<file path="src/rtl/clock_mode_ctrl.sv">
// Mode/sequencing controller for a 6-digit BCD clock: time/alarm edit
// sequences, counter load strobe, alarm ring and display blink control.
module clock_mode_ctrl #(
  parameter int BLINK_DIV = 25000000,
  parameter int RING_SECS = 60
) (
  input  logic        clk,
  input  logic        rst_n,
  input  logic [3:0]  key_pulse,
  input  logic        sec_tick,
  input  logic [23:0] time_bcd,
  output logic        run_en,
  output logic        set_en,
  output logic [23:0] set_data,
  output logic [23:0] disp_data,
  output logic [5:0]  blink_mask,
  output logic        beep_req,
  output logic        alarm_on,
  output logic [2:0]  mode
);

  localparam int DIV_W = $clog2(BLINK_DIV);
  localparam logic [DIV_W-1:0] DIV_LAST = DIV_W'(BLINK_DIV - 1);
  localparam logic [7:0] RING_LAST = 8'(RING_SECS - 1);

  typedef enum logic [2:0] {
    ST_RUN    = 3'd0,
    ST_SET_HH = 3'd1,
    ST_SET_MM = 3'd2,
    ST_SET_SS = 3'd3,
    ST_ALM_HH = 3'd4,
    ST_ALM_MM = 3'd5,
    ST_RING   = 3'd6
  } state_t;

  state_t             r_state;
  state_t             w_state_nxt;
  logic [23:0]        r_tshadow,  w_tshadow_nxt;
  logic [15:0]        r_ashadow,  w_ashadow_nxt;
  logic [15:0]        r_alarm,    w_alarm_nxt;
  logic               r_alarm_on, w_alarm_on_nxt;
  logic               r_set_en,   w_set_en_nxt;
  logic [23:0]        r_set_data, w_set_data_nxt;
  logic [7:0]         r_ring_cnt, w_ring_nxt;
  logic               r_run_en;
  logic               r_beep;
  logic [DIV_W-1:0]   r_div;
  logic               r_phase;

  logic w_key_mode, w_key_ok, w_key_next, w_key_inc, w_key_any;
  logic w_alarm_hit;
  logic w_next_is_set;

  // BCD increment of a two-digit field, wrapping at max_val back to 00
  function automatic logic [7:0] bcd_inc(input logic [7:0] val, input logic [7:0] max_val);
    logic [7:0] res;
    if (val >= max_val) begin
      res = 8'h00;
    end else if (val[3:0] >= 4'd9) begin
      res = {val[7:4] + 4'd1, 4'd0};
    end else begin
      res = {val[7:4], val[3:0] + 4'd1};
    end
    return res;
  endfunction

  assign w_key_mode = key_pulse[0];
  assign w_key_ok   = key_pulse[3] & ~key_pulse[0];
  assign w_key_next = key_pulse[1] & ~key_pulse[3] & ~key_pulse[0];
  assign w_key_inc  = key_pulse[2] & ~key_pulse[1] & ~key_pulse[3] & ~key_pulse[0];
  assign w_key_any  = |key_pulse;

  assign w_alarm_hit = r_alarm_on & sec_tick & (time_bcd[23:8] == r_alarm) & (time_bcd[7:0] == 8'h00);

  // Next-state and next-value logic for the FSM and its datapath registers
  always_comb begin
    w_state_nxt    = r_state;
    w_tshadow_nxt  = r_tshadow;
    w_ashadow_nxt  = r_ashadow;
    w_alarm_nxt    = r_alarm;
    w_alarm_on_nxt = r_alarm_on;
    w_set_en_nxt   = 1'b0;
    w_set_data_nxt = r_set_data;
    w_ring_nxt     = r_ring_cnt;
    case (r_state)
      ST_RUN: begin
        if (w_key_mode) begin
          w_state_nxt   = ST_SET_HH;
          w_tshadow_nxt = time_bcd;
        end else if (w_key_next) begin
          w_alarm_on_nxt = ~r_alarm_on;
        end else if (w_alarm_hit) begin
          w_state_nxt = ST_RING;
          w_ring_nxt  = 8'd0;
        end else begin
          w_state_nxt = ST_RUN;
        end
      end
      ST_SET_HH, ST_SET_MM, ST_SET_SS: begin
        if (w_key_mode) begin
          w_state_nxt   = ST_ALM_HH;
          w_ashadow_nxt = r_alarm;
        end else if (w_key_ok) begin
          w_set_en_nxt   = 1'b1;
          w_set_data_nxt = r_tshadow;
          w_state_nxt    = ST_RUN;
        end else if (w_key_next) begin
          if (r_state == ST_SET_HH) begin
            w_state_nxt = ST_SET_MM;
          end else if (r_state == ST_SET_MM) begin
            w_state_nxt = ST_SET_SS;
          end else begin
            w_state_nxt = ST_SET_HH;
          end
        end else if (w_key_inc) begin
          if (r_state == ST_SET_HH) begin
            w_tshadow_nxt[23:16] = bcd_inc(r_tshadow[23:16], 8'h23);
          end else if (r_state == ST_SET_MM) begin
            w_tshadow_nxt[15:8] = bcd_inc(r_tshadow[15:8], 8'h59);
          end else begin
            w_tshadow_nxt[7:0] = bcd_inc(r_tshadow[7:0], 8'h59);
          end
        end else begin
          w_state_nxt = r_state;
        end
      end
      ST_ALM_HH, ST_ALM_MM: begin
        if (w_key_mode) begin
          w_state_nxt = ST_RUN;
        end else if (w_key_ok) begin
          w_alarm_nxt    = r_ashadow;
          w_alarm_on_nxt = 1'b1;
          w_state_nxt    = ST_RUN;
        end else if (w_key_next) begin
          w_state_nxt = (r_state == ST_ALM_HH) ? ST_ALM_MM : ST_ALM_HH;
        end else if (w_key_inc) begin
          if (r_state == ST_ALM_HH) begin
            w_ashadow_nxt[15:8] = bcd_inc(r_ashadow[15:8], 8'h23);
          end else begin
            w_ashadow_nxt[7:0] = bcd_inc(r_ashadow[7:0], 8'h59);
          end
        end else begin
          w_state_nxt = r_state;
        end
      end
      ST_RING: begin
        if (w_key_any) begin
          w_state_nxt = ST_RUN;
        end else if (sec_tick) begin
          w_ring_nxt = r_ring_cnt + 8'd1;
          if (r_ring_cnt >= RING_LAST) begin
            w_state_nxt = ST_RUN;
          end else begin
            w_state_nxt = ST_RING;
          end
        end else begin
          w_state_nxt = ST_RING;
        end
      end
      default: begin
        w_state_nxt = ST_RUN;
      end
    endcase
  end

  assign w_next_is_set = (w_state_nxt == ST_SET_HH) || (w_state_nxt == ST_SET_MM) ||
                         (w_state_nxt == ST_SET_SS);

  // State register
  always_ff @(posedge clk or negedge rst_n) begin
    if (!rst_n) begin
      r_state <= ST_RUN;
    end else begin
      r_state <= w_state_nxt;
    end
  end

  // Datapath and registered outputs; run_en/beep track the state register
  always_ff @(posedge clk or negedge rst_n) begin
    if (!rst_n) begin
      r_tshadow  <= 24'h000000;
      r_ashadow  <= 16'h0000;
      r_alarm    <= 16'h0700;
      r_alarm_on <= 1'b0;
      r_set_en   <= 1'b0;
      r_set_data <= 24'h000000;
      r_ring_cnt <= 8'd0;
      r_run_en   <= 1'b1;
      r_beep     <= 1'b0;
    end else begin
      r_tshadow  <= w_tshadow_nxt;
      r_ashadow  <= w_ashadow_nxt;
      r_alarm    <= w_alarm_nxt;
      r_alarm_on <= w_alarm_on_nxt;
      r_set_en   <= w_set_en_nxt;
      r_set_data <= w_set_data_nxt;
      r_ring_cnt <= w_ring_nxt;
      r_run_en   <= ~w_next_is_set;
      r_beep     <= (w_state_nxt == ST_RING);
    end
  end

  // Blink divider restarts on every state change so the new field shows at once
  always_ff @(posedge clk or negedge rst_n) begin
    if (!rst_n) begin
      r_div   <= '0;
      r_phase <= 1'b0;
    end else if (w_state_nxt != r_state) begin
      r_div   <= '0;
      r_phase <= 1'b0;
    end else if (r_div == DIV_LAST) begin
      r_div   <= '0;
      r_phase <= ~r_phase;
    end else begin
      r_div   <= r_div + DIV_W'(1);
    end
  end

  // Display value and blink mask decoded from registered state
  always_comb begin
    disp_data  = time_bcd;
    blink_mask = 6'b000000;
    case (r_state)
      ST_SET_HH: begin
        disp_data  = r_tshadow;
        blink_mask = r_phase ? 6'b110000 : 6'b000000;
      end
      ST_SET_MM: begin
        disp_data  = r_tshadow;
        blink_mask = r_phase ? 6'b001100 : 6'b000000;
      end
      ST_SET_SS: begin
        disp_data  = r_tshadow;
        blink_mask = r_phase ? 6'b000011 : 6'b000000;
      end
      ST_ALM_HH: begin
        disp_data  = {r_ashadow, 8'h00};
        blink_mask = r_phase ? 6'b110000 : 6'b000000;
      end
      ST_ALM_MM: begin
        disp_data  = {r_ashadow, 8'h00};
        blink_mask = r_phase ? 6'b001100 : 6'b000000;
      end
      default: begin
        disp_data  = time_bcd;
        blink_mask = 6'b000000;
      end
    endcase
  end

  assign run_en   = r_run_en;
  assign set_en   = r_set_en;
  assign set_data = r_set_data;
  assign beep_req = r_beep;
  assign alarm_on = r_alarm_on;
  assign mode     = r_state;

endmodule

</file>
<file path="config.mk">
export PLATFORM = sky130hd
export DESIGN_NAME = clock_mode_ctrl
export DESIGN_NICKNAME = d
export VERILOG_FILES = /design/src/rtl/clock_mode_ctrl.sv
export SDC_FILE = /design/constraint.sdc
export NUM_CORES = 1
export LEC_CHECK = 0
export ABC_AREA = 1
export CAP_MARGIN = 30
export CORE_ASPECT_RATIO = 0.9
export CORE_MARGIN = 10
export CORE_UTILIZATION = 51
export CTS_CLUSTER_SIZE = 10
export DETAILED_ROUTE_END_ITERATION = 8
export PLACE_DENSITY = 0.71
export SETUP_SLACK_MARGIN = 0.1
export SLEW_MARGIN = 40
export SYNTH_ARGS = -nofsm -noshare
export SYNTH_HDL_FRONTEND = slang
export SYNTH_SLANG_ARGS = --single-unit
</file>
<file path="constraint.sdc">
create_clock -name clk -period 5.5 [get_ports clk]
set_input_delay 1.1 -clock clk [delete_from_list [all_inputs] [get_ports clk]]
set_output_delay 1.1 -clock clk [all_outputs]
set_load 0.02 [all_outputs]
</file>
==> results by group, run 1 <==
Worst setup path
  – FF-to-FF setup slack: 2.28 ns
  – Setup CP Type: reg -> out
  – Max incr delay on CP: 0.74 ns
  – Crit path max-delay cell type: dfrtp_1
  – Crit path cell chain: inv_4 > nor2_8 > inv_2 > nand2_2 > o221ai_1 > clkdlybuf4s50_1
  – CP arrival: 3.19 ns
  – Crit path from: mode[2]
  – WP depth: 6
  – Register-to-Register Path Depth: 9
  – Crit Path Max Fanout: 28
  – Critical R2R Launch: mode[2]
  – Crit path capture: disp_data[17]
  – FF-to-FF End: r_div[0]
  – Startpoint types: flop
  – Endpoint type of the worst setup path: output port
  – Data required, critical path: 4.40 ns
  – Crit path max-delay family: buffers and inverters
  – Worst path bufs/invs: 3

Global route
  – First-pass GRT wire length: 34.5 mm
  – Initial antenna violation count: 1
  – Vias in the first global route: 6541
  – Global Route Usage Sum: 0.213
  – Largest net degree at the start of global routing: 42
  – Grt total ovfl: 0

STA
  – Tcrit/Tclk final: 0.781
  – Final count of negative-setup-slack endpoints: 0
  – Maximum clock frequency: 233 MHz
  – Worst Tran Pin Value: 0.806 ns
  – Post-route setup slack: 1.21 ns
  – Period minus WS final: 4.29 ns
  – Fin. Hold Viols: 0
  – RSZ-0062 raised after global routing: no
  – Worst clock skew: 0.00747 ns
  – Max-Slew Margin vs Limit: 0.461
  – Setup TNS: 0 ns
  – Final max-slew violation count: 0

Clock tree
  – Hold buffers post-CTS: 0
  – Root buffer cell: clkbuf_16
  – PostCTS Resize Cnt: 0
  – Postcts setup bufs: 0
  – Clock sink count: 121
  – Worst-Skew Late Latency: 0.43 ns
  – CTS H-tree depth: 4
  – CTS max path bufs: 2
  – CTS tree: yes
  – Reg clk slew, reported paths: 0.06 ns
  – CTS buffer count: 17

Synthesis
  – Post-synth EDFFs: 0
  – Mux contribution to synthesized area: 0.00149
  – Asr flop ratio synth: 1.00
  – Syn Std Cell Area: 7550 sq um
  – Post-synth top cells: nand2_1, inv_1, dfrtp_1
  – Compound-gate portion of the synthesized area: 0.141
  – Post-Synth Adder-Cell Area: 0.0447
  – Synthesized instance count: 986
  – Syn nets: 1044
  – Most common cell in the netlist: nand2_1
  – #FFs+latches synth: 121
  – Synth Area in Simple Gates: 0.289
  – Ys flop type: dfrtp_1
  – Top cells by area, synth: dfrtp_1, nand2_1, inv_1
  – Syn. warnings: 0
  – Post-synthesis xor/xnor area fraction: 0.0267
  – Synth Area per Inst: 7.66 sq um
  – Largest area contributor in the netlist: dfrtp_1
  – Register area share after synthesis: 0.402
  – Count of cell types in the netlist: 52
  – Share of the synthesized area in the top cell type: 0.388
  – Main combinational cell family by area after synthesis: simple AND/OR/NAND/NOR gates

Power and ir drop
  – Lkg Pwr: 4.15 nW
  – Cell area power density: 514 nW/um^2
  – Pint: 2.73 mW
  – Clock share of power: 0.245
  – Sequential fraction of design power: 0.309
  – Combinational group share of total power: 0.446
  – Sw Pwr: 2.01 mW
  – Sw Ratio: 0.424
  – Max IR drop VDD: 0.355 mV

Cells and area
  – Sequential cell area: 3030 sq um
  – Layout Nets: 1131
  – Fillers: 1337
  – Area occupied by multi-input gates: 3800 sq um
  – Share of cells above drive strength 1: 0.102
  – Area grow syn2layout: 22.4%

Hold path
  – HP Class: reg -> reg

Route
  – Total number of vias: 7044
  – Avg WL per Cell: 16.5 um
  – Antenna Nets Post-Route: 0
  – TritonRoute pass-1 iters: 6
  – Remaining DRCs: 0
  – Final WL: 21.2 mm
  – Vias per inst: 5.48
  – Starting DRT DRC Count: 584

Placed design
  – RePlAce Congestion: 0.959
  – Dpl hpwl: 15.9 mm
  – Setup WS pre-CTS: 1.36 ns
  – Port bufs: 91

Floorplanning
  – Die area: 20100 sq um
  – Io pins: 92
  – # rows: 42
  – Die Wd: 148 um
  – Die height: 135 um
  – Starting Density: 0.517
  – Core area: 14600 sq um

Job
  – Max-Cap Viols: 0

Outcome
  – Status: finished, final reports clean
[worst register-to-register path, stage by stage, from the launching register on]
cell	delay (ns)
dfrtp_1	0.60
inv_4	0.22
nand2_4	0.26
inv_2	0.51
nand2_1	0.25
nand2_1	0.11
a31oi_1	0.07
nand3_1	0.11
nand3_2	0.60
nor3_1	0.37
[power by group through the flow]
stage          Clock, mW  Combinational [mW]  Sequential, mW
2_1_floorplan          0                1.27            1.53
4_1_cts             1.19                2.11            1.46
5_1_grt             1.22                2.33            1.51
6_report            1.17                2.12            1.47
3_5_place_dp           0                2.10            1.48
3_3_place_gp           0                2.08            1.47
[sequential cells by signal, summed over array words and instances, names as in the netlist]
| name | flops |
|---|---|
| mode | 3 |
| r_alarm | 16 |
| beep_req | 1 |
| r_ring_cnt | 8 |
| run_en | 1 |
| set_data | 24 |
| alarm_on | 1 |
| r_tshadow | 24 |
| r_phase | 1 |
| r_div | 25 |
| r_ashadow | 16 |
| set_en | 1 |
[per-stage QoR]
stage	area, sq um	hold WS, ns	instances	util	power (mW)
final	9240	0.509	1285	0.633	4.75
after CTS	9240	0.484	1284	0.632	4.76
after global placement	8600	0.464	1251	0.588	3.54
after detailed placement	8620	0.472	1252	0.590	3.57
after floorplan	7550	0.453	986	-	2.80
after global routing	9240	0.541	1285	0.633	5.06
[cell type report]
cell class | instances | share of cell area
Multi-Input combinational cell | 684 | 0.411
Sequential cell | 121 | 0.328
Timing Repair Buffer | 96 | 0.104
Inverter | 153 | 0.0627
Clock buffer | 19 | 0.0490
Tap cell | 198 | 0.0268
Clock inverter | 13 | 0.0180
Antenna cell | 1 | 0.000271
[how the worst min path moves through the flow]
stage	startpoint	to	cells after the start
finish	r_ashadow[15]	r_alarm[15]	2
CTS	r_ashadow[15]	r_alarm[15]	2
global route	rst_n	r_ashadow[2]	1
global placement	r_ashadow[15]	r_alarm[15]	2
detailed placement	r_ashadow[15]	r_alarm[15]	2
floorplan	r_ashadow[15]	r_alarm[15]	2
[per-layer routing]
metal	up-vias	part of all wire	GRT usage
met5	-	0	0
li1	3445	-	-
met4	0	0.017	0.0605
met2	238	0.43	0.314
met3	27	0.066	0.0508
met1	3334	0.48	0.305
[cells in the final DEF, fill, tap and decap left out, types with 11 or more instances in the layout]
master | netlist | layout
nor3_1 | 21 | 21
a21oi_1 | 35 | 35
nand2_1 | 215 | 214
nor2_1 | 85 | 83
o21ai_0 | 63 | 63
ha_1 | 27 | 27
dfrtp_1 | 117 | 117
o221ai_1 | 13 | 13
nand3_1 | 57 | 57
inv_1 | 140 | 140
o22ai_1 | 41 | 41
inv_2 | 11 | 11
nor3_2 | 21 | 21
clkdlybuf4s50_1 | 0 | 90
nand4_1 | 18 | 18
xor2_1 | 17 | 17
clkbuf_16 | 0 | 17
[kinds of logic after synthesis]
| kind of cell | Yosys count |
|---|---|
| flops | 121 |
| buf+inv | 181 |
| compound gates | 179 |
| xor+xnor | 23 |
| simple gates | 454 |
| fa+ha+maj | 27 |
| mux | 1 |
(Power assumes the default switching activity.)
==> run 2: changes to the inputs <==
==> constraint.sdc (replaced) <==
create_clock -name clk -period 4.35 [get_ports clk]
set_input_delay 0.87 -clock clk [delete_from_list [all_inputs] [get_ports clk]]
set_output_delay 0.87 -clock clk [all_outputs]
set_load 0.02 [all_outputs]
==> results by group, run 2 (synthesized netlist as in run 1, its figures left out) <==
STA
  – Max-Slew Margin vs Limit: 0.488
  – Worst Tran Pin Value: 0.766 ns
  – Final max-slew violation count: 0
  – Fin. Hold Viols: 0
  – Maximum clock frequency: 260 MHz
  – Tcrit/Tclk final: 0.886
  – Period minus WS final: 3.85 ns
  – Setup TNS: 0 ns
  – Fin Hold WS: 0.496 ns
  – RSZ-0062 raised after global routing: no
  – Post-route setup slack: 0.498 ns
  – Worst clock skew: 0.00687 ns
  – Final count of negative-setup-slack endpoints: 0

Placed design
  – DP Area: 8620 sq um
  – # placed instances: 1254
  – RePlAce Congestion: 0.962
  – Setup WS pre-CTS: 0.636 ns
  – Dpl hpwl: 15.8 mm
  – Port bufs: 91

Floorplanning
  – Core area: 14600 sq um
  – Die area: 20100 sq um
  – Io pins: 92
  – Die Wd: 148 um
  – # rows: 42
  – Starting Density: 0.517
  – Die height: 135 um

Clock tree
  – CTS H-tree depth: 4
  – Clock sink count: 121
  – Hold buffers post-CTS: 0
  – Postcts setup bufs: 0
  – CTS tree: yes
  – Root buffer cell: clkbuf_16
  – Reg clk slew, reported paths: 0.06 ns
  – PostCTS Resize Cnt: 0
  – Worst-Skew Late Latency: 0.43 ns
  – CTS buffer count: 17
  – CTS max path bufs: 2

Worst setup path
  – Endpoint type of the worst setup path: output port
  – FF-to-FF setup slack: 1.63 ns
  – Setup CP Type: reg -> out
  – FF-to-FF End: r_tshadow[15]
  – Data required, critical path: 3.48 ns
  – CP arrival: 2.98 ns
  – Register-to-Register Path Depth: 9
  – Startpoint types: flop
  – Critical R2R Launch: mode[2]
  – Crit Path Max Fanout: 28

Global route
  – Global Route Usage Sum: 0.219
  – Largest net degree at the start of global routing: 58
  – Vias in the first global route: 6652
  – Initial antenna violation count: 0
  – First-pass GRT wire length: 35.3 mm
  – Grt total ovfl: 0

Cells and area
  – Share of cells above drive strength 1: 0.103
  – Most common cell after layout, fill and taps aside: nand2_1
  – Area grow syn2layout: 22.6%
  – N_diodes: 0
  – Final design utilization: 0.634
  – Layout Nets: 1133
  – Fillers: 1357
  – Final Instance Count excl. Fillers: 1286
  – Max reg flops: 25
  – Most frequent cells in the layout: nand2_1, inv_1, dfrtp_1
  – Design Area, Final: 9260 sq um
  – Biggest register: r_div

Job
  – Max-Cap Viols: 0

Route
  – Total number of vias: 7020
  – Vias per inst: 5.46
  – TritonRoute pass-1 iters: 5
  – Avg WL per Cell: 16.8 um
  – Starting DRT DRC Count: 658
  – Final WL: 21.6 mm
  – Antenna Nets Post-Route: 0
  – Remaining DRCs: 0

Power and ir drop
  – Lkg Pwr: 4.16 nW
  – Max IR drop VDD: 0.409 mV
  – Total power: 6.10 mW
  – Cell area power density: 658 nW/um^2

Outcome
  – Status: finished, final reports clean

Hold path
  – HP Class: in -> async
[run 2: how the worst max path moves through the flow]
stage                     startpoint            end  slack [ns]  cells after the start
after floorplan              mode[1]  disp_data[11]        1.59                      7
after global placement       mode[2]  disp_data[20]        0.67                      6
after detailed placement     mode[2]  disp_data[20]        0.64                      6
after CTS                    mode[2]  disp_data[20]        0.18                      6
after global routing         mode[2]  disp_data[17]        0.33                      6
final                        mode[2]  disp_data[20]        0.50                      6
[run 2: critical path, stage by stage, from the launching register on]
cell and delay [ns]:
dfrtp_1 0.73, inv_4 0.14, nor2_8 0.36, inv_2 0.07, nand2_2 0.40, o221ai_1 0.25, clkdlybuf4s50_1 0.60
[run 2: routing by layer]
layer	track usage	up-vias	wire (um)
li1	-	3455	-
met1	0.310	3310	10400
met2	0.320	232	9380
met3	0.0691	23	1500
met4	0.0512	0	279
met5	0	-	0
[run 2: final cells by class]
cell class	count	area, sq um	share of cell area
inverters	153	579	0.0626
clock inverters	15	211	0.0228
well taps	198	248	0.0268
multi-input cells	684	3800	0.410
clock buffers	17	425	0.0460
repair buffers	98	961	0.104
flip-flops and latches	121	3030	0.328
[run 2: where the power goes]
group / total (mW) / switching (mW) / internal (mW) / leakage (nW)
Clock: 1.54 / 0.565 / 0.970 / 0.303
Combinational: 2.71 / 1.69 / 1.01 / 2.33
Sequential: 1.85 / 0.333 / 1.52 / 1.53
Total: 6.10 / 2.59 / 3.50 / 4.16
